==> config.mk <==
export PLATFORM = sky130hd
export DESIGN_NAME = mult_div_unit
export DESIGN_NICKNAME = d
export VERILOG_FILES = /design/src/rtl/mips_pkg.sv /design/src/rtl/mdu_iter_step.sv /design/src/rtl/mult_div_unit.sv
export SDC_FILE = /design/constraint.sdc
export NUM_CORES = 1
export LEC_CHECK = 0
export CORE_ASPECT_RATIO = 0.6
export CORE_MARGIN = 2
export CORE_UTILIZATION = 60
export CTS_CLUSTER_DIAMETER = 60
export CTS_CLUSTER_SIZE = 16
export DETAILED_ROUTE_END_ITERATION = 8
export PLACE_DENSITY = 0.85
export SLEW_MARGIN = 20
export SYNTH_ARGS = -nofsm -noshare
export SYNTH_HDL_FRONTEND = slang
export SYNTH_SLANG_ARGS = --single-unit
==> constraint.sdc <==
create_clock -name clk -period 9.4 [get_ports clk]
set_input_delay 1.41 -clock clk [delete_from_list [all_inputs] [get_ports clk]]
set_output_delay 1.41 -clock clk [all_outputs]
set_load 0.02 [all_outputs]
==> src/rtl/mips_pkg.sv <==
// Shared definitions for the MIPS multiply/divide unit.
//   DEFAULT_WIDTH       default operand/result width
//   MDU_*               op encodings carried on the 2-bit op port
//   mdu_state_t         FSM state encoding (IDLE -> CALC -> FIX -> IDLE)
//   op_is_div/op_is_signed  decode helpers for the op field
package mips_pkg;

    localparam int DEFAULT_WIDTH = 32;

    localparam logic [1:0] MDU_MULT  = 2'b00;
    localparam logic [1:0] MDU_MULTU = 2'b01;
    localparam logic [1:0] MDU_DIV   = 2'b10;
    localparam logic [1:0] MDU_DIVU  = 2'b11;

    typedef enum logic [1:0] {
        IDLE = 2'b00,
        CALC = 2'b01,
        FIX  = 2'b10
    } mdu_state_t;

    function automatic logic op_is_div(input logic [1:0] op);
        return (op == MDU_DIV) || (op == MDU_DIVU);
    endfunction

    function automatic logic op_is_signed(input logic [1:0] op);
        return (op == MDU_MULT) || (op == MDU_DIV);
    endfunction

endpackage

==> src/rtl/mdu_iter_step.sv <==
// One combinational iteration of the multiply/divide datapath.
//   acc       in   2*WIDTH  accumulator: multiply {partial product hi, remaining multiplier}
//                           divide {partial remainder, remaining dividend bits}
//   operand   in   WIDTH    multiplicand magnitude / divisor magnitude
//   div_mode  in   1        0 = shift-add multiply step, 1 = restoring shift-subtract step
//   acc_next  out  2*WIDTH  accumulator after this step (divide: LSB left 0 for the quotient bit)
//   q_bit     out  1        quotient bit produced by a divide step (0 in multiply mode)
module mdu_iter_step
    import mips_pkg::*;
#(
    parameter int WIDTH = DEFAULT_WIDTH
) (
    input  logic [2*WIDTH-1:0] acc,
    input  logic [WIDTH-1:0]   operand,
    input  logic               div_mode,
    output logic [2*WIDTH-1:0] acc_next,
    output logic               q_bit
);

    logic [WIDTH:0]   sum_s;
    logic [WIDTH:0]   rem_shift_s;
    logic [WIDTH-1:0] diff_s;

    // Single iteration: add-then-shift-right for multiply, shift-left-then-trial-subtract for divide.
    always_comb begin
        // Carry out of the add becomes the top bit after the right shift.
        sum_s       = {1'b0, acc[2*WIDTH-1:WIDTH]}
                    + (acc[0] ? {1'b0, operand} : {(WIDTH+1){1'b0}});
        // Partial remainder with the next dividend bit shifted in; can briefly need WIDTH+1 bits.
        rem_shift_s = acc[2*WIDTH-1:WIDTH-1];
        // The true difference is below the divisor whenever it is used, so WIDTH bits suffice.
        diff_s      = rem_shift_s[WIDTH-1:0] - operand;
        if (div_mode) begin
            if (rem_shift_s >= {1'b0, operand}) begin
                acc_next = {diff_s, acc[WIDTH-2:0], 1'b0};
                q_bit    = 1'b1;
            end else begin
                acc_next = {rem_shift_s[WIDTH-1:0], acc[WIDTH-2:0], 1'b0};
                q_bit    = 1'b0;
            end
        end else begin
            acc_next = {sum_s, acc[WIDTH-1:1]};
            q_bit    = 1'b0;
        end
    end

endmodule

==> src/rtl/mult_div_unit.sv <==
// Iterative MIPS multiply/divide unit with HI/LO registers.
//   clk, reset        clock and synchronous active-high reset
//   start, op         begin MULT/MULTU/DIV/DIVU (accepted only when idle)
//   srcA, srcB        multiplicand/dividend and multiplier/divisor
//   hi_we, lo_we      MTHI/MTLO write enables (idle, no start), data on wdata
//   busy              operation in flight (pipeline stall)
//   done              one-cycle pulse when HI/LO have just been written by an operation
//   hi, lo            HI (product high / remainder) and LO (product low / quotient)
// Operands are reduced to magnitudes on entry; WIDTH unsigned iterations run in CALC,
// and FIX restores signs before writing HI/LO.
module mult_div_unit
    import mips_pkg::*;
#(
    parameter int WIDTH = DEFAULT_WIDTH,
    parameter int CNT_W = 6
) (
    input  logic             clk,
    input  logic             reset,
    input  logic             start,
    input  logic [1:0]       op,
    input  logic [WIDTH-1:0] srcA,
    input  logic [WIDTH-1:0] srcB,
    input  logic             hi_we,
    input  logic             lo_we,
    input  logic [WIDTH-1:0] wdata,
    output logic             busy,
    output logic             done,
    output logic [WIDTH-1:0] hi,
    output logic [WIDTH-1:0] lo
);

    mdu_state_t         state_r;
    logic [CNT_W-1:0]   counter_r;
    logic [2*WIDTH-1:0] acc_r;
    logic [WIDTH-1:0]   operand_r;
    logic               is_div_r;
    logic               neg_res_r;   // product / quotient needs negating
    logic               neg_rem_r;   // remainder takes the dividend's sign
    logic               dbz_r;       // divisor was zero

    logic               sign_a_s;
    logic               sign_b_s;
    logic [WIDTH-1:0]   mag_a_s;
    logic [WIDTH-1:0]   mag_b_s;
    logic [2*WIDTH-1:0] init_acc_s;
    logic [WIDTH-1:0]   init_opnd_s;
    logic [2*WIDTH-1:0] step_acc_s;
    logic               step_q_s;
    logic [2*WIDTH-1:0] acc_calc_s;
    logic [2*WIDTH-1:0] prod_neg_s;
    logic [WIDTH-1:0]   fix_hi_s;
    logic [WIDTH-1:0]   fix_lo_s;

    mdu_iter_step #(
        .WIDTH(WIDTH)
    ) u_step (
        .acc      (acc_r),
        .operand  (operand_r),
        .div_mode (is_div_r),
        .acc_next (step_acc_s),
        .q_bit    (step_q_s)
    );

    // Operand entry: magnitudes, sign flags and the initial accumulator layout.
    always_comb begin
        sign_a_s = op_is_signed(op) & srcA[WIDTH-1];
        sign_b_s = op_is_signed(op) & srcB[WIDTH-1];
        if (sign_a_s) begin
            mag_a_s = -srcA;
        end else begin
            mag_a_s = srcA;
        end
        if (sign_b_s) begin
            mag_b_s = -srcB;
        end else begin
            mag_b_s = srcB;
        end
        // Multiply keeps the multiplier in the low half; divide keeps the dividend there.
        if (op_is_div(op)) begin
            init_acc_s  = {{WIDTH{1'b0}}, mag_a_s};
            init_opnd_s = mag_b_s;
        end else begin
            init_acc_s  = {{WIDTH{1'b0}}, mag_b_s};
            init_opnd_s = mag_a_s;
        end
    end

    // Next accumulator in CALC: divide steps shift the fresh quotient bit into the LSB.
    always_comb begin
        if (is_div_r) begin
            acc_calc_s = {step_acc_s[2*WIDTH-1:1], step_q_s};
        end else begin
            acc_calc_s = step_acc_s;
        end
    end

    // Sign correction of the finished magnitude result.
    always_comb begin
        prod_neg_s = -acc_r;
        if (is_div_r) begin
            // Divide by zero leaves an all-ones quotient regardless of signs.
            if (dbz_r) begin
                fix_lo_s = {WIDTH{1'b1}};
            end else if (neg_res_r) begin
                fix_lo_s = -acc_r[WIDTH-1:0];
            end else begin
                fix_lo_s = acc_r[WIDTH-1:0];
            end
            if (neg_rem_r) begin
                fix_hi_s = -acc_r[2*WIDTH-1:WIDTH];
            end else begin
                fix_hi_s = acc_r[2*WIDTH-1:WIDTH];
            end
        end else begin
            if (neg_res_r) begin
                fix_hi_s = prod_neg_s[2*WIDTH-1:WIDTH];
                fix_lo_s = prod_neg_s[WIDTH-1:0];
            end else begin
                fix_hi_s = acc_r[2*WIDTH-1:WIDTH];
                fix_lo_s = acc_r[WIDTH-1:0];
            end
        end
    end

    // Control FSM, iteration datapath registers and the HI/LO architectural registers.
    always_ff @(posedge clk) begin
        if (reset) begin
            state_r   <= IDLE;
            counter_r <= {CNT_W{1'b0}};
            acc_r     <= {(2*WIDTH){1'b0}};
            operand_r <= {WIDTH{1'b0}};
            is_div_r  <= 1'b0;
            neg_res_r <= 1'b0;
            neg_rem_r <= 1'b0;
            dbz_r     <= 1'b0;
            busy      <= 1'b0;
            done      <= 1'b0;
            hi        <= {WIDTH{1'b0}};
            lo        <= {WIDTH{1'b0}};
        end else begin
            case (state_r)
                IDLE: begin
                    done <= 1'b0;
                    if (start) begin
                        // Start takes priority; any simultaneous MTHI/MTLO is dropped.
                        acc_r     <= init_acc_s;
                        operand_r <= init_opnd_s;
                        is_div_r  <= op_is_div(op);
                        neg_res_r <= sign_a_s ^ sign_b_s;
                        neg_rem_r <= sign_a_s;
                        dbz_r     <= (srcB == {WIDTH{1'b0}});
                        counter_r <= CNT_W'(WIDTH);
                        busy      <= 1'b1;
                        state_r   <= CALC;
                    end else begin
                        if (hi_we) begin
                            hi <= wdata;
                        end
                        if (lo_we) begin
                            lo <= wdata;
                        end
                    end
                end
                CALC: begin
                    acc_r     <= acc_calc_s;
                    counter_r <= counter_r - CNT_W'(1);
                    if (counter_r == CNT_W'(1)) begin
                        state_r <= FIX;
                    end
                end
                FIX: begin
                    hi      <= fix_hi_s;
                    lo      <= fix_lo_s;
                    done    <= 1'b1;
                    busy    <= 1'b0;
                    state_r <= IDLE;
                end
                default: begin
                    state_r <= IDLE;
                    busy    <= 1'b0;
                    done    <= 1'b0;
                end
            endcase
        end
    end

endmodule

==> summary.md <==
| Metric | Value |
|---|---|
| Slew @ Worst Pin | 1.051 ns |
| Post-route ant nets | 0 |
| CTS clk-pin slew, worst paths | 0.08 ns |
| Vias per inst | 6.733 |
| Final wirelength | 51.65 mm |
| Yosys reg bits | 174 |
| Asr flop ratio synth | 0% |
| Post-synth top cells | nor2_1 (223), a21oi_1 (182), dfxtp_1 (174), nand2_1 (171), xnor2_1 (113) |
| CP max stage cell | o41ai_1 |
| CORE AREA | 23300 um2 |
| Setup_tns | 0 ns |
| Worst-Skew Late Latency | 0.45 ns |
| Drt wl/cell | 22.29 um |
| Chip height | 123.8 um |
| Critical Path Start Type | register |
| Setup Fix Bufs, Post-CTS | 0 |
| Non-Filler Instances | 2317 |
| Seq/Total Area, Yosys | 24.27% |
| Max cap viols | 0 |
| Reg2Reg Setup Slack | 5.01 ns |
| Crit. Startpoint | acc_r[32] |
| Critical Path Fanout Max | 10 |
| Status | completed |
| Yosys cell types | 87 |
| Final setup vio count | 0 |
| H-tree levels | 4 |
| Synth area leaders | dfxtp_1 (24%), xnor2_1 (6.9%), a21oi_1 (6.3%) |
| Die Span X | 203.7 um |
| Final Max Slew Viols | 0 |
| Row count | 43 |
| Final hold vios | 0 |
| Worst-path cell chain | ha_1, inv_1, fa_1, nand2b_1, a21oi_1, o21ai_1, o41ai_1, a41oi_1, o21ai_1, a41oi_1, a211oi_1, o31a_1 |
| CTS tree | built |
| Hold bufs inserted after CTS | 0 |
| # port buffers | 168 |
| Clk sinks | 174 |
| Detailed Route Iter0 Violations | 2309 |
| RR Startpoint | acc_r[32] |
| Drt first pass iters | 6 |
| Final period util | 46.69% |
| Critical path depth in cells | 12 |
| Pre-CTS WS | 4.999 ns |
| Yosys top cell by area | dfxtp_1 |
| Post-synth top flop | dfxtp_1 |
| Syn-to-layout area delta | 16.67% |
| CP delay by family, top | compound AO/OA/AOI/OAI gates |
| Fillers | 1833 |
| Synth top area share | 24.27% |
| Overall Power | 2.347 mW |
| First-pass GRT wire length | 77.40 mm |
| Mapped Avg Cell Area | 7.502 um2 |
| Crit path time final | 4.389 ns |
| Total number of vias | 15.60k |
| Synthesized instance count | 1913 |
| Post-synth EDFFs | 0 |
| Worst VDD drop | 0.1438 mV |
| Vias in the first global route | 13.42k |
| Die area | 25210 um2 |
| Total track usage | 40.02% |
| Crit path to | acc_r[63] |
| Critical path class | register to register |
| Total CTS buffers | 17 |
| Hold crit path type | register to register |
| Final GP Congestion | 1.070 |
| Endpoint class of the critical path | register |
| Initial antenna violation count | 1 |
| CP Data Required Time | 9.79 ns |
| Setup WS post-layout | 5.011 ns |
| Yosys warnings | 0 |
| Initial Util | 61.60% |
| Worst Path Buf+Inv | 1 |
| DP Cell Count | 2284 |
| RR Endpoint | acc_r[63] |
| Max-slew headroom | 29.70% |
| Max stage delay on crit path | 0.85 ns |
| Fmax | 227.9 MHz |
| Share of cells above drive strength 1 | 5.097% |
| Ports | 169 |
| CTS resizes | 0 |
| Longest Clk Path Bufs | 2 |
| Root Buffer | clkbuf_16 |
| Count leader, synth | nor2_1 |
| Global route overflow | 0 |
| Syn_nets | 2088 |
| Skew final | 0.01843 ns |
| Synthesized area | 14350 um2 |
| RSZ-0062 raised after global routing | no |
| Nets@finish | 2163 |
| Arr. time, crit path | 4.78 ns |
| P per Cell Area | 140.2 nW/um2 |
| Pin count of the biggest net entering global routing | 80 |
| DP Wirelength | 39.03 mm |
| Leak Pwr | 6.408 nW |
| DRC | 0 |
| Reg2reg path depth | 12 |
[tightest hold or removal path: stages (launching register included)]
cell and delay (ns):
dfxtp_1 0.32, nand2_1 0.05, a21oi_1 0.05
[cells by family (layout without fill, tap and decap cells)]
group / after synthesis / count (layout) / synth area share, %
other: 0 / 1 / 0
xor gates and xnor gates: 170 / 170 / 10.37
muxes: 85 / 85 / 6.007
buffers and inverters: 186 / 274 / 4.952
and+or+nand+nor: 615 / 615 / 20.18
adders and majority gates: 72 / 72 / 6.382
DFF: 174 / 174 / 24.27
AOI/OAI and AO/OA: 611 / 611 / 27.83
[worst min-delay path by stage]
stage / slack [ns] / to / depth (start not counted) / from
5_1_grt: 0.47 / lo[26] / 2 / lo[26]
3_5_place_dp: 0.44 / lo[17] / 2 / lo[17]
3_3_place_gp: 0.44 / lo[22] / 2 / lo[22]
6_report: 0.45 / lo[17] / 2 / lo[17]
2_1_floorplan: 0.43 / operand_r[24] / 2 / operand_r[24]
4_1_cts: 0.45 / lo[17] / 2 / lo[17]
[per-stage QoR]
stage / cell area [um2] / hold slack (ns) / util (%)
2_1_floorplan: 14350 / 0.4319 / -
3_3_place_gp: 16090 / 0.4384 / 69.07
3_5_place_dp: 16090 / 0.4442 / 69.07
4_1_cts: 16740 / 0.4537 / 71.86
5_1_grt: 16740 / 0.4732 / 71.87
6_report: 16740 / 0.4542 / 71.87
[layer usage]
layer  global-route usage [%]  vias to the layer above  wire length (um)
met1                    58.23                     7237             22020
met4                    13.37                        0              1415
met5                        0                        -                 0
li1                         -                     7126                 -
met3                    11.96                      100              7821
met2                    55.59                     1137             20390
[flip-flops by register name (all words and copies together) (netlist names), 2 cells and up]
name and cells:
lo 32, counter_r 6, hi 32, state_r 2
operand_r 32, acc_r 64
[report_power, final]
group / switching [mW] / leakage, nW / internal [mW] / total, mW
registers: 0.0655 / 1.42 / 0.784 / 0.850
clock network: 0.374 / 0.310 / 0.412 / 0.786
logic: 0.431 / 4.68 / 0.280 / 0.711
[layout make-up]
class | count | area, um2 | area share (%)
antenna | 1 | 2.502 | 0.01495
clock buffer | 17 | 425.4 | 2.541
clock inverter | 15 | 225.2 | 1.345
inverter | 58 | 217.7 | 1.300
multi-input combinational | 1553 | 10200 | 60.92
sequential | 174 | 3485 | 20.81
tap | 315 | 394.1 | 2.354
timing repair buffer | 184 | 1794 | 10.72
[layout by cell type (no fill, tap or decap), types with 41 or more instances in the layout]
master           synthesis  layout
inv_1                   57      57
ha_1                    70      70
clkdlybuf4s50_1          0     166
a211oi_1                50      50
nor2_1                 223     223
a21oi_1                182     182
dfxtp_1                174     173
xnor2_1                113     113
xor2_1                  57      57
nand2_1                171     169
mux2i_1                 79      79
a31oi_1                 41      41
o21ai_0                 73      73
No activity file was read; power rests on OpenSTA's default activity.
